### src/rtl/demoscene_engine.sv
// Demoscene core: VGA timing, frame-synchronised config register bank,
// background pattern generator and square-wave audio in one clock domain.
module demoscene_engine #(
  parameter int COLOR_BITS = 2,
  parameter int H_DISPLAY  = 640,
  parameter int H_FRONT    = 16,
  parameter int H_SYNC     = 96,
  parameter int H_BACK     = 48,
  parameter int V_DISPLAY  = 480,
  parameter int V_FRONT    = 10,
  parameter int V_SYNC     = 2,
  parameter int V_BACK     = 33
) (
  input  logic                  clk,
  input  logic                  reset,
  input  logic                  cfg_valid,
  output logic                  cfg_ready,
  input  logic [2:0]            cfg_addr,
  input  logic [7:0]            cfg_data,
  output logic [COLOR_BITS-1:0] vga_r,
  output logic [COLOR_BITS-1:0] vga_g,
  output logic [COLOR_BITS-1:0] vga_b,
  output logic                  hsync,
  output logic                  vsync,
  output logic                  frame_start,
  output logic                  audio_out
);

  localparam int H_TOTAL  = H_DISPLAY + H_FRONT + H_SYNC + H_BACK;
  localparam int V_TOTAL  = V_DISPLAY + V_FRONT + V_SYNC + V_BACK;
  localparam int HW       = $clog2(H_TOTAL);
  localparam int VW       = $clog2(V_TOTAL);
  localparam int HS_START = H_DISPLAY + H_FRONT;
  localparam int HS_END   = HS_START + H_SYNC;
  localparam int VS_START = V_DISPLAY + V_FRONT;
  localparam int VS_END   = VS_START + V_SYNC;

  localparam logic [HW-1:0] H_LAST   = HW'(H_TOTAL - 1);
  localparam logic [VW-1:0] V_LAST   = VW'(V_TOTAL - 1);
  localparam logic [VW-1:0] V_COMMIT = VW'(V_DISPLAY);

  typedef enum logic [1:0] {
    MODE_SOLID    = 2'd0,
    MODE_BARS     = 2'd1,
    MODE_CHECKER  = 2'd2,
    MODE_GRADIENT = 2'd3
  } mode_e;

  typedef struct packed {
    mode_e                 mode;
    logic                  audio_en;
    logic [COLOR_BITS-1:0] r;
    logic [COLOR_BITS-1:0] g;
    logic [COLOR_BITS-1:0] b;
    logic [7:0]            scroll_step;
    logic [15:0]           period;
  } regs_t;

  logic [HW-1:0] h_count;
  logic [VW-1:0] v_count;
  logic          commit;
  regs_t         shadow_q;
  regs_t         active_q;
  logic [7:0]    scroll_offset;

  // NOTE: sequential state uses non-blocking assignments so every register
  // samples the pre-edge value of every other register.
  always_ff @(posedge clk) begin
    if (reset) begin
      h_count <= '0;
      v_count <= '0;
    end else if (h_count == H_LAST) begin
      h_count <= '0;
      v_count <= (v_count == V_LAST) ? '0 : v_count + 1'b1;
    end else begin
      h_count <= h_count + 1'b1;
    end
  end

  assign commit    = (h_count == '0) && (v_count == V_COMMIT);
  assign cfg_ready = !commit;

  always_ff @(posedge clk) begin
    if (reset) begin
      shadow_q <= '0;
    end else if (cfg_valid && cfg_ready) begin
      case (cfg_addr)
        3'd0: begin
          shadow_q.mode     <= mode_e'(cfg_data[1:0]);
          shadow_q.audio_en <= cfg_data[7];
        end
        3'd1:    shadow_q.r            <= cfg_data[COLOR_BITS-1:0];
        3'd2:    shadow_q.g            <= cfg_data[COLOR_BITS-1:0];
        3'd3:    shadow_q.b            <= cfg_data[COLOR_BITS-1:0];
        3'd4:    shadow_q.scroll_step  <= cfg_data;
        3'd5:    shadow_q.period[7:0]  <= cfg_data;
        3'd6:    shadow_q.period[15:8] <= cfg_data;
        default: ;
      endcase
    end
  end

  // The scroll add uses the step being committed, not the outgoing one.
  always_ff @(posedge clk) begin
    if (reset) begin
      active_q      <= '0;
      scroll_offset <= '0;
    end else if (commit) begin
      active_q      <= shadow_q;
      scroll_offset <= scroll_offset + shadow_q.scroll_step;
    end
  end

  logic [8:0]            hs;
  logic [7:0]            vc;
  logic                  visible;
  logic [COLOR_BITS-1:0] pix_r, pix_g, pix_b;
  logic                  hsync_d, vsync_d;

  assign hs      = 9'(h_count) + 9'(scroll_offset);
  assign vc      = 8'(v_count);
  assign visible = (32'(h_count) < H_DISPLAY) && (32'(v_count) < V_DISPLAY);
  assign hsync_d = !((32'(h_count) >= HS_START) && (32'(h_count) < HS_END));
  assign vsync_d = !((32'(v_count) >= VS_START) && (32'(v_count) < VS_END));

  // NOTE: every output of a combinational block gets a default first, so no
  // path through the case statement can infer a latch.
  always_comb begin
    pix_r = '0;
    pix_g = '0;
    pix_b = '0;
    if (visible) begin
      case (active_q.mode)
        MODE_SOLID: begin
          pix_r = active_q.r;
          pix_g = active_q.g;
          pix_b = active_q.b;
        end
        MODE_BARS: begin
          pix_r = {COLOR_BITS{hs[6]}};
          pix_g = {COLOR_BITS{hs[7]}};
          pix_b = {COLOR_BITS{hs[8]}};
        end
        MODE_CHECKER: begin
          if (hs[5] ^ vc[5]) begin
            pix_r = active_q.r;
            pix_g = active_q.g;
            pix_b = active_q.b;
          end else begin
            pix_r = ~active_q.r;
            pix_g = ~active_q.g;
            pix_b = ~active_q.b;
          end
        end
        MODE_GRADIENT: begin
          pix_r = hs[7 -: COLOR_BITS];
          pix_g = vc[7 -: COLOR_BITS];
          pix_b = scroll_offset[7 -: COLOR_BITS];
        end
        default: ;
      endcase
    end
  end

  // Single output stage keeps colour, syncs and frame_start aligned.
  always_ff @(posedge clk) begin
    if (reset) begin
      vga_r       <= '0;
      vga_g       <= '0;
      vga_b       <= '0;
      hsync       <= 1'b1;
      vsync       <= 1'b1;
      frame_start <= 1'b0;
    end else begin
      vga_r       <= pix_r;
      vga_g       <= pix_g;
      vga_b       <= pix_b;
      hsync       <= hsync_d;
      vsync       <= vsync_d;
      frame_start <= commit;
    end
  end

  logic [15:0] div_q;

  // A period shrunk below the running divider restarts it without a toggle.
  always_ff @(posedge clk) begin
    if (reset) begin
      div_q     <= '0;
      audio_out <= 1'b0;
    end else if (!active_q.audio_en || active_q.period == '0) begin
      div_q     <= '0;
      audio_out <= 1'b0;
    end else if (div_q == active_q.period) begin
      div_q     <= '0;
      audio_out <= ~audio_out;
    end else if (div_q > active_q.period) begin
      div_q     <= '0;
    end else begin
      div_q     <= div_q + 1'b1;
    end
  end

  logic unused;
  assign unused = ^{hs, vc, active_q.scroll_step};

endmodule

### config.mk
export PLATFORM = sky130hd
export DESIGN_NAME = demoscene_engine
export DESIGN_NICKNAME = d
export VERILOG_FILES = /design/src/rtl/demoscene_engine.sv
export SDC_FILE = /design/constraint.sdc
export NUM_CORES = 1
export LEC_CHECK = 0
export CAP_MARGIN = 25
export CORE_UTILIZATION = 60
export CTS_BUF_LIST = sky130_fd_sc_hd__clkbuf_4
export CTS_CLUSTER_SIZE = 24
export DETAILED_ROUTE_END_ITERATION = 8
export PLACE_DENSITY_LB_ADDON = 0.12
export SLEW_MARGIN = 15
export SYNTH_ARGS = -nofsm -noshare
export SYNTH_HDL_FRONTEND = slang
export SYNTH_SLANG_ARGS = --single-unit
### constraint.sdc
create_clock -name clk -period 3.1 [get_ports clk]
set_clock_uncertainty 0.15 [all_clocks]
set_input_delay 0.93 -clock clk [delete_from_list [all_inputs] [get_ports clk]]
set_output_delay 0.93 -clock clk [all_outputs]
set_load 0.01 [all_outputs]
Word-level counts from Yosys, hierarchy flattened:

Cells that the tools add are included.

* bits in registers: 112
* bits in latches: 0
* memory bits (writable): 0
* bits in read-only memories: 0
* input bits: 14
* output and inout port bits: 11
* word-level logic and storage cells: 88
* memories kept: 0

* $add $sub $neg: 5
* multiply operators: 0
* div/mod/pow operators: 0
* $lt $le $gt $ge: 7
* equality and inequality tests: 13
* shift-type cells: 0
* multiplexer cells: 7
* bitwise gates (word level): 6
* reduce and logical (&&, ||, !) cells: 25

Operators with widths (count)
* 2-bit case mux with 4 select lines: 3
* 10-bit by 1-bit adder with 10-bit output (second input constant): 2
* 10-bit == test (second input constant): 2
* 10-bit < comparator (second input constant): 2
* 10-bit by 9-bit < comparator with 1-bit output (second input constant): 2
* 16-bit by 1-bit adder with 16-bit output (second input constant): 1
* 16-bit == test: 1
* 16-bit > comparator: 1
* 16-bit zero test: 1
* 2-bit AND reduction: 7
* 10-bit by 9-bit == test with 1-bit output (second input constant): 1
* 10-bit >= comparator (second input constant): 1
* 10-bit by 9-bit >= comparator with 1-bit output (second input constant): 1
* 10-bit zero test: 1
* 10-bit 2-to-1 mux: 1
* 9-bit by 8-bit adder with 9-bit output: 1
* 3-bit == test (second input constant): 3
* 8-bit adder: 1
* 3-bit by 2-bit == test with 1-bit output (second input constant): 2
* 2-bit 2-to-1 mux: 3
* 2-bit NOT: 3
* 2-bit OR reduction: 3
* 1-bit logical AND: 5
* 2-bit == test (second input constant): 2
* 9 further kinds: 13

Logic depth before layout (Yosys ltp):

Gate-level depths: netlist (run 1).

* depth in word-level cells: 5
* mapped depth: 10
* mapped depth without buffers: 9

Worst setup path before layout (run 1):

Ideal clock, no wire load.

* kind: flip-flop to output port
* start point: reg v_count[5]
* end point: out cfg_ready
* arrival: 1.551 ns
* required time: 2.020 ns
* slack: 0.469 ns
* stages on the path, launching flop included: 8
* buffers on the path: 3
* path through: dfxtp_1 > buf_2 > nand4_1 > or4_4 > nor2_4 > buf_6 > inv_4 > buf_2

* cells in the longest elaborated chain, start to end: 3

RTL lines
* start: declaration: line 60 `logic [VW-1:0] v_count;`
* start signal: assignment: line 74 `v_count <= (v_count == V_LAST) ? '0 : v_count + 1'b1;`
* 10-bit by 9-bit == test with 1-bit output: line 80 `assign commit = (h_count == '0) && (v_count == V_COMMIT);`
* 1-bit logical AND: line 80
* 1-bit zero test: line 81 `assign cfg_ready = !commit;`
* end: declaration: line 17 `output logic cfg_ready,`

Every way passes these cells.

Final worst setup path (run 1):

* start point: reg v_count[8]
* end point: out cfg_ready

The elaborated chain is that of the path after synthesis.

==> metrics, run 1 <==
Worst-Skew Late Latency=480 ps; Post-DRT Antenna Nets=0; initial antenna violation count=0; Worst Setup Path Type=reg2out; failing checks=DRC; Starting Density=0.626; die height=97.8 um; clk sinks=112; drt pass-1 iters=7; CTS tree=yes; Max-slew headroom=0.575; Period minus WS final=2940 ps; Tcrit/Tclk final=0.947; WL/cell=14.7 um; Placed Area=0.00584 mm^2; syn_area_per_cell=8.68 um^2; number of synthesized register bits=112; htree depth=3; Post-synth ARST share=0; met2 usage=0.375; Post-DP HPWL=8180 um; total number of vias=4451; CP startpoint kind=flip-flop; Clock transition at path regs=180 ps; CTS root buf=clkbuf_4; leak pwr=0.00233 uW; maximum vdd drop=0.000346 V; RePlAce Congestion=0.827; nets@finish=711; worst hold start=shadow_q[15]$_SDFFE_PP0P_; Ys Warns=0; pwr dens=380 mW/mm^2; outcome=complete, but fails checks; die area=0.00957 mm^2; critical path startpoint=v_count[8]$_SDFFE_PP0P_; Mapped Nets=685; r2r setup slk=510 ps; Max-cap violations=0; Critical Path Fanout Max=4; type of the most critical hold path=reg2reg; Iter 0 DRT Violations=252; grt peak-use layer=met2; std cell rows=34; WP data required=2020 ps; global route overflow=0; Final Setup Violations=0; number of global-route vias before repair=4059; RSZ-0062 raised after global routing=false; f_max=341 MHz; Mapped Cells=635; setup tns final=0 ps; global-route usage over all layers=0.248; fin util=0.688; met1 usage=0.351; # diodes=0; # DRC=4; EDFF count, synth=0; final instance area=0.00606 mm^2; Yosys cell types=56; global-route wire length before repair=19200 um; Total Power=2300 uW; crit path DAT=1860 ps; pin count of the biggest net entering global routing=67; Top Ports=25; reg2reg start=h_count[5]$_SDFF_PP0_; # fillers=695; met3 GRT Util=0.0580; CTS Buf Count=9; worst-margin pin slew=637 ps; IO Port Bufs=24; Max Root-Sink Buffers=2; Final Hold Viols=0; post-synthesis sequential area ratio=0.407; core area=0.00881 mm^2; ratio of cells with drive above 1 in the final layout=0.0871; Layout area overhead=9.92%; Chip Width=97.8 um; CP Capture Type=output pin; total wire length=11300 um; mapped cell area=0.00551 mm^2; Vias/cell=5.75; top_reg_cell synth=dfxtp_1; max-slew violation count=0
state kept, by name, indices dropped and copies added (netlist names):
| name | flops |
|---|---|
| shadow_q | 33 |
| active_q | 25 |
| div_q | 16 |
| h_count | 10 |
| v_count | 10 |
| scroll_offset | 8 |
| vga_b | 2 |
| vga_g | 2 |
| vga_r | 2 |
| audio_out | 1 |
| frame_start | 1 |
| hsync | 1 |
| vsync | 1 |
power by group:
group          internal (uW)  switching (uW)
clock network            191             532
registers               1450            8.54
logic                   51.4            64.3
total                   1700             605
final timing paths:
kind,cells after the start,end
setup / recovery,5,cfg_ready
hold / removal,2,active_q[15]$_SDFFE_PP0P_
setup reg to reg,6,vga_b[0]$_SDFF_PP0_
hold reg to reg,2,active_q[15]$_SDFFE_PP0P_
per-layer routing:
metal,share of wire,routed length [um]
met5,0,0
met4,0.016,180
met3,0.053,604
met2,0.44,4990
met1,0.49,5570
timing repair:
item / in CTS / in global routing
setup endpoints to repair: 1 / 1
hold buffers: 0 / 0
resized for setup: 9 / 5
pin swaps: 3 / 2
buffers inserted: 6 / 1
cell type report:
type / instances / area [um^2] / area share
clock buffers: 9 / 67.6 / 0.0112
clock inverters: 7 / 76.3 / 0.0126
inverters: 35 / 134 / 0.0221
multi-input cells: 462 / 3040 / 0.501
flip-flops and latches: 112 / 2250 / 0.371
well taps: 108 / 135 / 0.0223
repair buffers: 41 / 358 / 0.0591
layout by cell type, fill, tap and decap left out, types with 5 or more instances in the layout:
master | synthesis | routed
nand4_1 | 19 | 19
ha_1 | 35 | 34
buf_4 | 1 | 17
clkbuf_4 | 0 | 9
xnor2_1 | 13 | 13
dfxtp_1 | 112 | 106
o21a_1 | 5 | 5
o21ai_0 | 9 | 9
and3_1 | 6 | 6
mux2i_1 | 37 | 37
nor4_1 | 8 | 8
a21oi_1 | 44 | 44
nand3_1 | 19 | 18
inv_1 | 34 | 33
nand3b_1 | 5 | 5
nor3_1 | 28 | 28
xor2_1 | 22 | 22
nand2_1 | 83 | 83
clkdlybuf4s50_1 | 0 | 22
nor2_1 | 71 | 71
dfxtp_2 | 0 | 6
per-stage QoR:
stage               worst slack [ps]  cells  hold WS (ps)
floorplan                        469    635           281
global placement                 284    749           289
detailed placement               223    751           296
CTS                             46.0    773           321
global route                    55.4    774           332
finish                           164    774           318
synthesized netlist by cell type, types with 2 or more instances:
| library cell | count | share of area |
|---|---|---|
| nor4_1 | 8 | 0.0091 |
| buf_6 | 2 | 0.0041 |
| a21oi_1 | 44 | 0.040 |
| nand3b_1 | 5 | 0.0068 |
| or4_1 | 2 | 0.0027 |
| and2_1 | 2 | 0.0023 |
| xor2_1 | 22 | 0.035 |
| or3_1 | 4 | 0.0045 |
| xnor2_1 | 13 | 0.021 |
| nor2b_1 | 3 | 0.0034 |
| dfxtp_1 | 112 | 0.41 |
| xnor3_1 | 2 | 0.0082 |
| ha_1 | 35 | 0.079 |
| nand2b_1 | 3 | 0.0034 |
| nand4_1 | 19 | 0.022 |
| and3_1 | 6 | 0.0068 |
| inv_1 | 34 | 0.023 |
| clkbuf_1 | 15 | 0.010 |
| o21ai_0 | 9 | 0.0082 |
| nor3_1 | 28 | 0.025 |
| nor4_4 | 2 | 0.0077 |
| a211oi_1 | 4 | 0.0054 |
| or4b_2 | 2 | 0.0036 |
| mux2i_1 | 37 | 0.067 |
| o211ai_1 | 2 | 0.0027 |
| nand2_1 | 83 | 0.057 |
| o21a_1 | 5 | 0.0068 |
| a21o_1 | 4 | 0.0054 |
| o22ai_1 | 4 | 0.0045 |
| buf_2 | 8 | 0.0073 |
| nand3_1 | 19 | 0.017 |
| nor2_1 | 71 | 0.048 |
| a22o_1 | 2 | 0.0032 |
| a31oi_1 | 2 | 0.0023 |
critical path, cell delays in order, from the launching register on:
cell and delay (ps):
dfxtp_1 400, nand4_1 150, or4_4 490, nor2_4 190, inv_4 40, clkbuf_2 120
cells by family after synthesis:
family	count (synthesis)	share of synthesized area
buffers and inverters	61	0.0472
xor gates and xnor gates	37	0.0638
adders and majority gates	36	0.0831
AOI/OAI and AO/OA	86	0.0949
DFF	112	0.407
and+or+nand+nor	266	0.237
muxes	37	0.0672
(Power assumes the default switching activity.)
==> run 2, diff against run 1 <==
--- a/config.mk
+++ b/config.mk
@@ -7,7 +7,7 @@
 export LEC_CHECK = 0
 export CAP_MARGIN = 25
 export CORE_UTILIZATION = 60
-export CTS_BUF_LIST = sky130_fd_sc_hd__clkbuf_4
+export CTS_BUF_LIST = sky130_fd_sc_hd__clkbuf_2 sky130_fd_sc_hd__clkbuf_4 sky130_fd_sc_hd__clkbuf_8
 export CTS_CLUSTER_SIZE = 24
 export DETAILED_ROUTE_END_ITERATION = 8
 export PLACE_DENSITY_LB_ADDON = 0.12
==> metrics, run 2 (synthesis gave the netlist of run 1 again) <==
maximum vdd drop=0.000332 V (-3.9%); Worst-Skew Late Latency=380 ps (-100 ps); max reg flops=33 (unchanged); CTS root buf=clkbuf_8; RePlAce Congestion=0.827 (unchanged); placed cells=751 (unchanged); Final Hold Viols=0 (unchanged); Worst Setup Path Type=reg2out; max-slew violation count=0 (unchanged); most common cell after layout, fill and taps aside=dfxtp_1; internal power=1820 uW (+7.0%); CTS Buf Count=9 (unchanged); Flop pwr share=0.601 (-0.034); clk sinks=112 (unchanged); Max Root-Sink Buffers=2 (unchanged); Top Ports=25 (unchanged); global-route usage over all layers=0.247 (-0.00108); WP data required=2020 ps (about the same); Max-cap violations=0 (unchanged); Chip Width=97.8 um (unchanged); drt pass-1 iters=7 (unchanged); Starting Density=0.626 (unchanged); crit path DAT=1950 ps (+90 ps); Period minus WS final=3030 ps (+98.9 ps); CP Capture Type=output pin; Iter 0 DRT Violations=252 (unchanged); ratio of cells with drive above 1 in the final layout=0.0710 (-0.0161); CP startpoint kind=flip-flop; reg2reg start=h_count[0]$_SDFF_PP0_; global route overflow=0 (unchanged); biggest regs=shadow_q x33, active_q x25, div_q x16; failing checks=DRC; CTS tree=yes; CP max-delay cell=or4_4; Max-slew headroom=0.580 (+0.00451); critical path startpoint=v_count[6]$_SDFFE_PP0P_; switch share=0.253 (-0.00974); setup tns final=0 ps (unchanged); Vias/cell=5.78 (+0.56%); total wire length=11300 um (-0.78%); outcome=complete, but fails checks; Top reg by flops=shadow_q; number of global-route vias before repair=4037 (-0.54%); type of the most critical hold path=reg2reg; Post-DP HPWL=8180 um (unchanged); pwr dens=401 mW/mm^2 (+5.4%); RSZ-0062 raised after global routing=false; Psw=615 uW (+1.7%); core area=0.00881 mm^2 (unchanged); Post-DRT Antenna Nets=0 (unchanged); Clock transition at path regs=110 ps (-70 ps); WL/cell=14.6 um (-0.26%); die area=0.00957 mm^2 (unchanged); worst hold start=shadow_q[32]$_SDFFE_PP0P_; CP max stage delay=500 ps (about the same); initial antenna violation count=0 (unchanged); Clk pwr share=0.355 (+0.041); Post-CTS Hold Buffers=0 (unchanged); pin count of the biggest net entering global routing=67 (unchanged); Critical Path Fanout Max=6 (+2); # diodes=0 (unchanged); global-route wire length before repair=19100 um (-0.18%); htree depth=3 (unchanged); f_max=330 MHz (-3.3%); IO Port Bufs=24 (unchanged); fin util=0.689 (+0.000995); most frequent cells in the layout=110 x dfxtp_1, 83 x nand2_1, 71 x nor2_1, 44 x a21oi_1, 37 x mux2i_1; # fillers=694 (-0.14%); Final Setup Violations=0 (unchanged); Layout area overhead=10.1%; die height=97.8 um (unchanged); combinational group share of total power=0.044 (-0.006); CP cell instances=nand4_1 -> or4_4 -> nor2_4 -> inv_4 -> dlygate4sd2_1; worst-margin pin slew=630 ps (-6.76 ps); std cell rows=34 (unchanged); Tcrit/Tclk final=0.979 (+0.0319); final non-filler cell total=770 (-0.52%); leak pwr=0.00232 uW (-0.40%); # DRC=4 (unchanged); total number of vias=4453 (+0.045%); nets@finish=707 (-0.56%)
run 2: cell types whose count changed in the layout (fill, tap and decap cells not counted):
cell / change
clkbuf_4: -9
clkbuf_8: +9
buf_4: -4
dfxtp_1: +4
dfxtp_2: -4
clkbuf_2: -1
dlygate4sd2_1: +1
ha_1: +1
ha_2: -1
nand3_1: +1
nand3_2: -1
nor4bb_2: +1
nor4bb_4: -1
run 2: timing repair:
item                       CTS  global route
buffers inserted             1             2
resized for setup            4             1
setup endpoints to repair    1             1
pin swaps                    2             2
run 2: worst max-delay path: cells and delay by family (launching register included):
| family | cells | cell delay, ps |
|---|---|---|
| simple gates | 3 | 880 |
| buf+inv | 2 | 320 |
| flops | 1 | 390 |
run 2: metal layers:
metal / global-route usage / share of wire / routed length, um
met2: 0.366 / 0.43 / 4880
met1: 0.354 / 0.49 / 5570
met5: 0 / 0 / 0
met4: 0.0956 / 0.020 / 225
met3: 0.0458 / 0.051 / 579
run 2: cell type report:
class                           count  area (um^2)  share of cell area
Sequential cell                   112         2240               0.370
Inverter                           35          134              0.0221
Timing Repair Buffer               37          332              0.0547
Multi-Input combinational cell    462         3020               0.498
Clock inverter                      7         76.3              0.0126
Clock buffer                        9          124              0.0204
Tap cell                          108          135              0.0223
run 2: final timing paths:
| check | slack (ps) | cells past startpoint | endpoint |
|---|---|---|---|
| setup / recovery | 70 | 5 | cfg_ready |
| hold / removal | 310 | 2 | active_q[32]$_SDFFE_PP0P_ |
| setup reg to reg | 510 | 9 | shadow_q[26]$_SDFFE_PP0P_ |
| hold reg to reg | 310 | 2 | active_q[32]$_SDFFE_PP0P_ |
run 2: power by group through the flow:
stage | clock network (uW) | logic, uW | registers [uW]
3_5_place_dp | 0 | 102 | 1490
6_report | 864 | 106 | 1460
3_3_place_gp | 0 | 100 | 1490
2_1_floorplan | 0 | 64.4 | 1490
5_1_grt | 940 | 117 | 1460
4_1_cts | 884 | 106 | 1460
run 2: per-stage QoR:
stage          power [uW]  setup WS, ps  hold WS, ps  instance area [um^2]
2_1_floorplan        1560           469          281                  5510
3_3_place_gp         1590           284          289                  5820
3_5_place_dp         1600           223          296                  5840
4_1_cts              2450          39.7          316                  6050
5_1_grt              2520          3.24          327                  6070
6_report             2430          65.4          313                  6070
==> run 3, diff against run 2 <==
--- a/config.mk
+++ b/config.mk
@@ -6,11 +6,13 @@
 export NUM_CORES = 1
 export LEC_CHECK = 0
 export CAP_MARGIN = 25
+export CORE_MARGIN = 2
 export CORE_UTILIZATION = 60
 export CTS_BUF_LIST = sky130_fd_sc_hd__clkbuf_2 sky130_fd_sc_hd__clkbuf_4 sky130_fd_sc_hd__clkbuf_8
 export CTS_CLUSTER_SIZE = 24
 export DETAILED_ROUTE_END_ITERATION = 8
 export PLACE_DENSITY_LB_ADDON = 0.12
+export RECOVER_POWER = 25
 export SLEW_MARGIN = 15
 export SYNTH_ARGS = -nofsm -noshare
 export SYNTH_HDL_FRONTEND = slang
==> metrics, run 3 (synthesis gave the netlist of run 1 again) <==
reg2reg start=v_count[8]$_SDFFE_PP0P_; IO Port Bufs=24 (unchanged); placed cells=752 (+0.13%); clk sinks=112 (unchanged); max reg flops=33 (unchanged); RSZ-0062 raised after global routing=false; Starting Density=0.626 (unchanged); crit path DAT=1950 ps (about the same); Critical Path Fanout Max=4 (-2); Vias/cell=5.76 (-0.38%); Max Root-Sink Buffers=2 (unchanged); Chip Width=99.8 um (+2.0%); reg-to-reg endpoint=shadow_q[8]$_SDFFE_PP0P_; Final Hold Viols=0 (unchanged); most frequent cells in the layout=109 x dfxtp_1, 83 x nand2_1, 71 x nor2_1, 44 x a21oi_1, 37 x mux2i_1; global-route usage over all layers=0.238 (-0.00819); Post-CTS Hold Buffers=0 (unchanged); # diodes=0 (unchanged); worst-margin pin slew=776 ps (+146 ps); Top reg by flops=shadow_q; Max-slew headroom=0.483 (-0.0971); maximum vdd drop=0.000357 V (+7.4%); CTS root buf=clkbuf_8; Clock transition at path regs=120 ps (about the same); Post-DRT Antenna Nets=0 (unchanged); most common cell after layout, fill and taps aside=dfxtp_1; global-route wire length before repair=19100 um (-0.32%); WP data required=2020 ps (about the same); Post-DP HPWL=8350 um (+2.2%); die area=0.00997 mm^2 (+4.1%); Tcrit/Tclk final=0.976 (-0.00304); Iter 0 DRT Violations=204 (-19%); initial antenna violation count=0 (unchanged); type of the most critical hold path=reg2reg; die height=99.8 um (+2.0%); global route overflow=0 (unchanged); outcome=complete, no violations; total number of vias=4436 (-0.38%); ratio of cells with drive above 1 in the final layout=0.0680 (-0.00302); r2r setup slk=420 ps (-90 ps); critical path startpoint=v_count[8]$_SDFFE_PP0P_; number of global-route vias before repair=4021 (-0.40%); Worst Setup Path Type=reg2out; CTS tree=yes; drt pass-1 iters=5 (-2); std cell rows=34 (unchanged); Layout area overhead=10.2%; max-slew violation count=0 (unchanged); Period minus WS final=3030 ps (-9.41 ps); pin count of the biggest net entering global routing=67 (unchanged); CP Capture Type=output pin; f_max=331 MHz (+0.31%); CTS Buf Count=9 (unchanged); Top Ports=25 (unchanged); final non-filler cell total=770 (unchanged); leak pwr=0.00233 uW (+0.16%); CP startpoint kind=flip-flop; Final Setup Violations=0 (unchanged); total wire length=11500 um (+2.2%); reg2reg path depth=8 (-1); pwr dens=401 mW/mm^2 (about the same); Worst Setup EP=cfg_ready; setup tns final=0 ps (unchanged); Max-cap violations=0 (unchanged); RePlAce Congestion=0.776 (-6.2%); Worst-Skew Late Latency=380 ps (about the same); htree depth=3 (unchanged); # fillers=748 (+7.8%); core area=0.00881 mm^2 (unchanged); WL/cell=14.9 um (+2.2%); biggest regs=shadow_q x33, active_q x25, div_q x16; nets@finish=707 (unchanged); # DRC=0 (-4)
## run 3: cell types whose count changed in the layout (fill, tap and decap cells not counted)
cell / before / now
buf_2: 1 / 0
buf_4: 13 / 12
clkbuf_1: 0 / 1
clkbuf_2: 0 / 1
dfxtp_1: 110 / 109
dfxtp_2: 2 / 3
inv_1: 33 / 34
inv_2: 1 / 0
nor4bb_2: 1 / 0
nor4bb_4: 0 / 1
or2_0: 0 / 1
or2_2: 1 / 0
## run 3: routing by layer
layer	GRT usage	wire length [um]
met4	0.0632	109
met3	0.0404	502
met2	0.373	5200
met1	0.344	5690
met5	0	0
## run 3: final cells by class
cell class	count	area, um^2	share of cell area
well taps	108	135	0.0223
clock inverters	7	76.3	0.0126
inverters	35	134	0.0220
flip-flops and latches	112	2250	0.370
repair buffers	37	328	0.0540
multi-input cells	462	3030	0.499
clock buffers	9	124	0.0204
## run 3: worst min-delay path by stage
stage / to / depth (start not counted) / startpoint / slack [ps]
final: active_q[12]$_SDFFE_PP0P_ / 2 / shadow_q[12]$_SDFFE_PP0P_ / 310
after global routing: h_count[0]$_SDFF_PP0_ / 1 / h_count[0]$_SDFF_PP0_ / 340
after CTS: active_q[12]$_SDFFE_PP0P_ / 2 / shadow_q[12]$_SDFFE_PP0P_ / 310
after detailed placement: active_q[32]$_SDFFE_PP0P_ / 2 / shadow_q[32]$_SDFFE_PP0P_ / 300
after global placement: active_q[14]$_SDFFE_PP0P_ / 2 / shadow_q[14]$_SDFFE_PP0P_ / 290
after floorplan: active_q[30]$_SDFFE_PP0P_ / 2 / shadow_q[30]$_SDFFE_PP0P_ / 280
## run 3: report_power, final
group / total (uW) / leakage, uW / switching, uW / internal, uW
clock: 863 / 0.0000992 / 544 / 319
combinational: 111 / 0.00132 / 61.8 / 48.7
sequential: 1460 / 0.000905 / 10.0 / 1450
total: 2430 / 0.00233 / 616 / 1820
## run 3: critical path: stages, from the launching register on
cell and delay, ps:
dfxtp_1 380, nand4_1 180, or4_4 500, nor2_4 200, inv_4 40, dlygate4sd2_1 270
## run 3: stage by stage
stage | util | setup slack (ps) | total power [uW] | hold WS [ps] | cell area [um^2]
CTS | 0.688 | 50.1 | 2450 | 315 | 6060
floorplan | - | 469 | 1560 | 281 | 5510
detailed placement | 0.664 | 230 | 1600 | 296 | 5840
global route | 0.690 | 6.28 | 2520 | 335 | 6070
global placement | 0.662 | 269 | 1590 | 289 | 5830
finish | 0.690 | 74.8 | 2430 | 313 | 6070
## run 3: timing repair
| action | CTS | global route |
|---|---|---|
| setup buffers | 1 | 1 |
| pin swaps | 3 | 2 |
| resized for setup | 5 | 2 |
| setup endpoints to repair | 1 | 1 |
